$ cat config.mk
export PLATFORM = sky130hd
export DESIGN_NAME = ascon_perm_core
export DESIGN_NICKNAME = d
export VERILOG_FILES = /design/src/rtl/ascon_pkg.sv /design/src/rtl/ascon_round.sv /design/src/rtl/ascon_perm_core.sv
export SDC_FILE = /design/constraint.sdc
export NUM_CORES = 2
export LEC_CHECK = 0
export BUFFER_PORTS_ARGS = -buffer_cell sky130_fd_sc_hd__buf_2
export CAP_MARGIN = 20
export CORE_ASPECT_RATIO = 1.5
export CORE_MARGIN = 2
export CORE_UTILIZATION = 35
export DETAILED_ROUTE_END_ITERATION = 12
export PLACE_DENSITY = 0.53
export SLEW_MARGIN = 10
export SYNTH_ARGS = -nofsm -noshare
export SYNTH_HDL_FRONTEND = slang
export SYNTH_SLANG_ARGS = --single-unit
export TNS_END_PERCENT = 20
$ cat constraint.sdc
create_clock -name clk -period 2.3 [get_ports clk]
set_input_delay 0.115 -clock clk [delete_from_list [all_inputs] [get_ports clk]]
set_output_delay 0.115 -clock clk [all_outputs]
set_load 0.03 [all_outputs]
$ cat src/rtl/ascon_pkg.sv
// Shared constants, types and helpers for the Ascon permutation engine.
package ascon_pkg;

  localparam int unsigned ASCON_MAX_ROUNDS = 12;

  // Right-rotation amounts of the linear diffusion layer, per state word.
  localparam int unsigned ROT_X0_A = 19;
  localparam int unsigned ROT_X0_B = 28;
  localparam int unsigned ROT_X1_A = 61;
  localparam int unsigned ROT_X1_B = 39;
  localparam int unsigned ROT_X2_A = 1;
  localparam int unsigned ROT_X2_B = 6;
  localparam int unsigned ROT_X3_A = 10;
  localparam int unsigned ROT_X3_B = 17;
  localparam int unsigned ROT_X4_A = 7;
  localparam int unsigned ROT_X4_B = 41;

  // Ascon 5-bit S-box; column value is {x0,x1,x2,x3,x4} with x0 as MSB.
  localparam logic [4:0] SBOX [32] = '{
    5'h04, 5'h0b, 5'h1f, 5'h14, 5'h1a, 5'h15, 5'h09, 5'h02,
    5'h1b, 5'h05, 5'h08, 5'h12, 5'h1d, 5'h03, 5'h06, 5'h1c,
    5'h1e, 5'h13, 5'h07, 5'h0e, 5'h00, 5'h0d, 5'h11, 5'h18,
    5'h10, 5'h0c, 5'h01, 5'h19, 5'h16, 5'h0a, 5'h0f, 5'h17
  };

  // Element [0] is x0, element [4] is x4.
  typedef logic [4:0][63:0] ascon_state_t;

  typedef enum logic [1:0] {
    ST_IDLE = 2'd0,
    ST_BUSY = 2'd1,
    ST_DONE = 2'd2
  } state_e;

  function automatic logic [7:0] rc(input logic [3:0] k);
    rc = {4'd15 - k, k};
  endfunction

  function automatic logic [63:0] ror64(input logic [63:0] x, input int unsigned n);
    ror64 = (x >> n) | (x << (64 - n));
  endfunction

  function automatic ascon_state_t LINEAR_DIFFUSION(input ascon_state_t s);
    ascon_state_t d;
    d[0] = s[0] ^ ror64(s[0], ROT_X0_A) ^ ror64(s[0], ROT_X0_B);
    d[1] = s[1] ^ ror64(s[1], ROT_X1_A) ^ ror64(s[1], ROT_X1_B);
    d[2] = s[2] ^ ror64(s[2], ROT_X2_A) ^ ror64(s[2], ROT_X2_B);
    d[3] = s[3] ^ ror64(s[3], ROT_X3_A) ^ ror64(s[3], ROT_X3_B);
    d[4] = s[4] ^ ror64(s[4], ROT_X4_A) ^ ror64(s[4], ROT_X4_B);
    LINEAR_DIFFUSION = d;
  endfunction

endpackage

$ cat src/rtl/ascon_round.sv
// One combinational Ascon round: constant addition, S-box layer, linear
// diffusion. With i_en low the state passes through untouched.
module ascon_round
  import ascon_pkg::*;
(
  input  logic [63:0] i_x0,
  input  logic [63:0] i_x1,
  input  logic [63:0] i_x2,
  input  logic [63:0] i_x3,
  input  logic [63:0] i_x4,
  input  logic [3:0]  i_k,
  input  logic        i_en,
  output logic [63:0] o_x0,
  output logic [63:0] o_x1,
  output logic [63:0] o_x2,
  output logic [63:0] o_x3,
  output logic [63:0] o_x4
);

  ascon_state_t w_in;
  ascon_state_t w_add;
  ascon_state_t w_sub;
  ascon_state_t w_lin;
  ascon_state_t w_out;

  assign w_in = {i_x4, i_x3, i_x2, i_x1, i_x0};

  // Round constant goes into the low byte of x2.
  always_comb begin
    w_add = w_in;
    w_add[2][7:0] = w_in[2][7:0] ^ rc(i_k);
  end

  // S-box applied to each of the 64 bit columns.
  always_comb begin
    logic [4:0] w_col;
    w_sub = '0;
    w_col = '0;
    for (int unsigned b = 0; b < 64; b++) begin
      w_col = SBOX[{w_add[0][b], w_add[1][b], w_add[2][b], w_add[3][b], w_add[4][b]}];
      w_sub[0][b] = w_col[4];
      w_sub[1][b] = w_col[3];
      w_sub[2][b] = w_col[2];
      w_sub[3][b] = w_col[1];
      w_sub[4][b] = w_col[0];
    end
  end

  assign w_lin = LINEAR_DIFFUSION(w_sub);
  assign w_out = i_en ? w_lin : w_in;

  assign o_x0 = w_out[0];
  assign o_x1 = w_out[1];
  assign o_x2 = w_out[2];
  assign o_x3 = w_out[3];
  assign o_x4 = w_out[4];

endmodule

$ cat src/rtl/ascon_perm_core.sv
// Iterative Ascon permutation p^R with UNROLL chained rounds per clock and
// valid/ready handshakes on both sides.
module ascon_perm_core
  import ascon_pkg::*;
#(
  parameter int unsigned UNROLL = 1
) (
  input  logic        clk,
  input  logic        rst_n,
  input  logic        in_valid,
  output logic        in_ready,
  input  logic [3:0]  in_rnd,
  input  logic [63:0] in_x0,
  input  logic [63:0] in_x1,
  input  logic [63:0] in_x2,
  input  logic [63:0] in_x3,
  input  logic [63:0] in_x4,
  output logic        out_valid,
  input  logic        out_ready,
  output logic        out_err,
  output logic [63:0] out_x0,
  output logic [63:0] out_x1,
  output logic [63:0] out_x2,
  output logic [63:0] out_x3,
  output logic [63:0] out_x4,
  output logic        busy
);

  state_e       r_state;
  state_e       w_next;
  ascon_state_t r_s;
  logic [3:0]   r_k;
  logic [3:0]   r_rem;
  logic         r_err;

  logic         w_accept;
  logic         w_illegal;
  logic [3:0]   w_n;

  logic [63:0]  w_x0 [UNROLL+1];
  logic [63:0]  w_x1 [UNROLL+1];
  logic [63:0]  w_x2 [UNROLL+1];
  logic [63:0]  w_x3 [UNROLL+1];
  logic [63:0]  w_x4 [UNROLL+1];
  logic [UNROLL-1:0] w_en;

  assign w_illegal = (in_rnd == 4'd0) || (in_rnd > 4'(ASCON_MAX_ROUNDS));

  // Rounds applied this cycle: min(UNROLL, remaining). An illegal request
  // enters BUSY with remaining=0, so every stage bypasses and the state
  // reaches DONE unchanged one cycle later.
  assign w_n = (r_rem > 4'(UNROLL)) ? 4'(UNROLL) : r_rem;

  assign w_x0[0] = r_s[0];
  assign w_x1[0] = r_s[1];
  assign w_x2[0] = r_s[2];
  assign w_x3[0] = r_s[3];
  assign w_x4[0] = r_s[4];

  for (genvar g = 0; g < int'(UNROLL); g++) begin : g_stage
    assign w_en[g] = (4'(g) < r_rem);
    ascon_round u_round (
      .i_x0 (w_x0[g]),
      .i_x1 (w_x1[g]),
      .i_x2 (w_x2[g]),
      .i_x3 (w_x3[g]),
      .i_x4 (w_x4[g]),
      .i_k  (r_k + 4'(g)),
      .i_en (w_en[g]),
      .o_x0 (w_x0[g+1]),
      .o_x1 (w_x1[g+1]),
      .o_x2 (w_x2[g+1]),
      .o_x3 (w_x3[g+1]),
      .o_x4 (w_x4[g+1])
    );
  end

  // Next-state and request-acceptance decode.
  always_comb begin
    w_next   = r_state;
    w_accept = 1'b0;
    case (r_state)
      ST_IDLE: begin
        if (in_valid) begin
          w_accept = 1'b1;
          w_next   = ST_BUSY;
        end
      end
      ST_BUSY: begin
        if (r_rem == w_n) w_next = ST_DONE;
      end
      ST_DONE: begin
        if (out_ready) begin
          if (in_valid) begin
            w_accept = 1'b1;
            w_next   = ST_BUSY;
          end else begin
            w_next = ST_IDLE;
          end
        end
      end
      default: w_next = ST_IDLE;
    endcase
  end

  // State register, round counters and permutation state.
  always_ff @(posedge clk) begin
    if (!rst_n) begin
      r_state <= ST_IDLE;
      r_s     <= '0;
      r_k     <= '0;
      r_rem   <= '0;
      r_err   <= 1'b0;
    end else begin
      r_state <= w_next;
      if (w_accept) begin
        r_s   <= {in_x4, in_x3, in_x2, in_x1, in_x0};
        r_err <= w_illegal;
        r_k   <= w_illegal ? 4'd0 : 4'(ASCON_MAX_ROUNDS) - in_rnd;
        r_rem <= w_illegal ? 4'd0 : in_rnd;
      end else if (r_state == ST_BUSY) begin
        r_s   <= {w_x4[UNROLL], w_x3[UNROLL], w_x2[UNROLL], w_x1[UNROLL], w_x0[UNROLL]};
        r_k   <= r_k + w_n;
        r_rem <= r_rem - w_n;
      end else if ((r_state == ST_DONE) && out_ready) begin
        r_err <= 1'b0;
      end
    end
  end

  assign in_ready  = (r_state == ST_IDLE) || ((r_state == ST_DONE) && out_ready);
  assign out_valid = (r_state == ST_DONE);
  assign busy      = (r_state == ST_BUSY);
  assign out_err   = r_err;
  assign out_x0    = r_s[0];
  assign out_x1    = r_s[1];
  assign out_x2    = r_s[2];
  assign out_x3    = r_s[3];
  assign out_x4    = r_s[4];

endmodule

==> metrics.cfg <==
[run_status]
status=complete, but fails checks
violations=setup timing

[die]
initial_core_util_pct=35.2
die_area_sq_um=91900
io_pins=652
core_area_sq_um=88900
die_y_um=370
die_x_um=248
std_cell_rows=134

[sta]
period_needed_ns=2.36
tns_ns=-0.146
setup_viol_count_final=4
rsz0062_at_grt=true
worst_slew_pin_slew_ns=0.720
relSlewSlack_pct=52.0
finClkSkew_ns=0.0298
hold_viol_final=0
max_freq_mhz=424
worst_slack_ns=-0.0612
drv_slew=0
period_share_pct=103

[clock_network]
clkLatencyLatePin_ns=0.62
cts-buffers-inserted=43
tritoncts=done
clk_pin_slew_ns=0.06
cts_max_path_buffers=3
cts.sinks=331
cts_root_buf=clkbuf_16
h-tree-depth=2

[detailed_routing]
wl_per_cell_um=27.8
wl_met1_um=69600
via_per_inst=5.41
drt_iter0_drc=2889
drc=0
final_antenna_net_count=0
routed_wirelength_um=188000
met2_wirelength_um=87800
top_layer=met5
first_pass_iters=6
dr_total_vias=36700
wl_met3_um=12900

[logic_synthesis]
synth_area_sq_um=31300
synth-edff-count=0
syn_area_per_cell_sq_um=7.94
ys.flop_type=dfxtp_1
synthArstFlopShare_pct=0
ys_seq_elements=331
synthCells=3939
synth.top_cell.area_share_pct=21.2
yosys.area.top_type=dfxtp_1
synth_area_leaders=dfxtp_1 (21%), xnor2_1 (15%), ha_1 (14%)
seq_area_frac_synth_pct=21.2
synth.distinct_cells=47
yosysWarnings=0

[power]
power_density_nw_per_um2=1500
p_leak_nw=22.2
vdd_ir_drop_max_v=0.000636

[critical_path]
path_class=reg2reg
slowest_stage=dfxtp_1
cp.required_ns=2.84
end_kind=register
worstPathCellList=inv_1, ha_1, xor2_1, and3_1, a211o_1, buf_12, xor2_4, xnor2_2, buf_4, nand2_1, a31oi_1
crit_arrival_ns=2.90
cp_max_fo=3
slowest_delay_ns=0.33
start_kind=register

[finish]
utilization_pct=54.5
diodes=0
fillers=8607
final_cell_mix=buf_4 (858), buf_2 (651), xnor2_1 (499)
final_common_cell=buf_4
finalNetCount=6269
syn2layout_area_growth_pct=54.9
drive_above_1_share_pct=33.2

[global_routing]
antenna_found_initial=2
grt_pass1_wl_um=256000
grt_overflow=0
grt_usage_pct=39.5
grt_max_degree=97
grt_pass1_vias=35600

[placed_design]
hpwl_um=154000
portBuffers=651
globalplace.congestion=1.05

[hold_path]
min_path_type=in2reg

[job]
drv_cap=0

==> critical path, delay by kind of cell, from the launching register on <==
| kind | cells | cell delay [ns] |
|---|---|---|
| buffers and inverters | 3 | 0.39 |
| and+or+nand+nor | 2 | 0.23 |
| adders and majority gates | 1 | 0.31 |
| AOI/OAI and AO/OA | 2 | 0.40 |
| DFF | 1 | 0.33 |
| xor gates and xnor gates | 3 | 0.59 |
==> final timing paths <==
path / startpoint / slack [ns] / endpoint / depth (start not counted)
setup reg to reg: out_x3[44]$_SDFFE_PN0P_ / -0.06 / out_x1[5]$_SDFFE_PN0P_ / 11
hold / removal: in_x4[32] / 0.02 / out_x4[32]$_SDFFE_PN0P_ / 3
hold reg to reg: out_err$_SDFFE_PN0P_ / 0.50 / out_err$_SDFFE_PN0P_ / 2
setup / recovery: out_x3[44]$_SDFFE_PN0P_ / -0.06 / out_x1[5]$_SDFFE_PN0P_ / 11
==> timing repair <==
action,4_1_cts,5_1_grt
hold endpoints to repair,320,0
gates cloned,0,0
pin swaps,8,56
buffers inserted,0,11
resized for setup,62,188
hold buffers,318,0
endpoints found under the setup margin,44,141
==> where the power goes <==
group          internal (mW)  leakage (nW)  switching [mW]  total [mW]
clock                   4.22         0.700            3.13        7.35
combinational           24.4          18.7            33.2        57.6
sequential              6.69          2.74            1.19        7.88
==> cells by family after synthesis <==
family,count (synthesis),synth area share (%)
muxes,76,2.43
buffers and inverters,465,5.71
AOI/OAI and AO/OA,912,18.2
adders and majority gates,357,14.3
DFF,331,21.2
xor gates and xnor gates,896,25.1
other,2,0.0240
and+or+nand+nor,900,13.0
==> registers in the layout, indices dropped and copies added, names as in the netlist <==
name,cells
out_x1,64
out_x0,64
out_x3,64
r_k,4
out_err,1
out_x2,64
out_x4,64
r_state,2
r_rem,4
==> area by class of cell <==
type	count	area (sq um)	area share, %
multi-input cells	3144	24400	50.4
clock buffers	63	1250	2.59
clock inverters	14	179	0.369
flip-flops and latches	331	6670	13.8
well taps	1156	1450	2.98
inverters	189	719	1.48
repair buffers	1875	13800	28.5
==> per-stage QoR <==
stage	setup slack (ns)	hold slack (ns)	cells	power [mW]	area (sq um)
CTS	-0.108	0.00215	6762	69.6	47200
global placement	-0.372	0.358	6367	60.8	42200
floorplan	-0.0428	0.244	3940	33.0	31300
detailed placement	-0.357	0.361	6367	60.8	42200
global route	-0.102	0.0386	6772	74.6	48500
finish	-0.0612	0.0237	6772	72.8	48500
==> per-layer routing <==
metal	up-vias	track usage [%]
met5	-	0
met4	2	30.1
met3	507	5.59
met2	1757	66.1
met1	17700	45.1
li1	16700	-
==> cell usage after synthesis, drive strengths merged, types with 59 or more instances <==
library cell    n
a22oi         254
a21oi         382
xnor2         548
nor2          192
o22ai          59
nand3          96
nor3          150
mux2i          76
xor2          347
ha            356
dfxtp         331
nand2         322
clkbuf        232
inv           189
(Power assumes the default switching activity.)
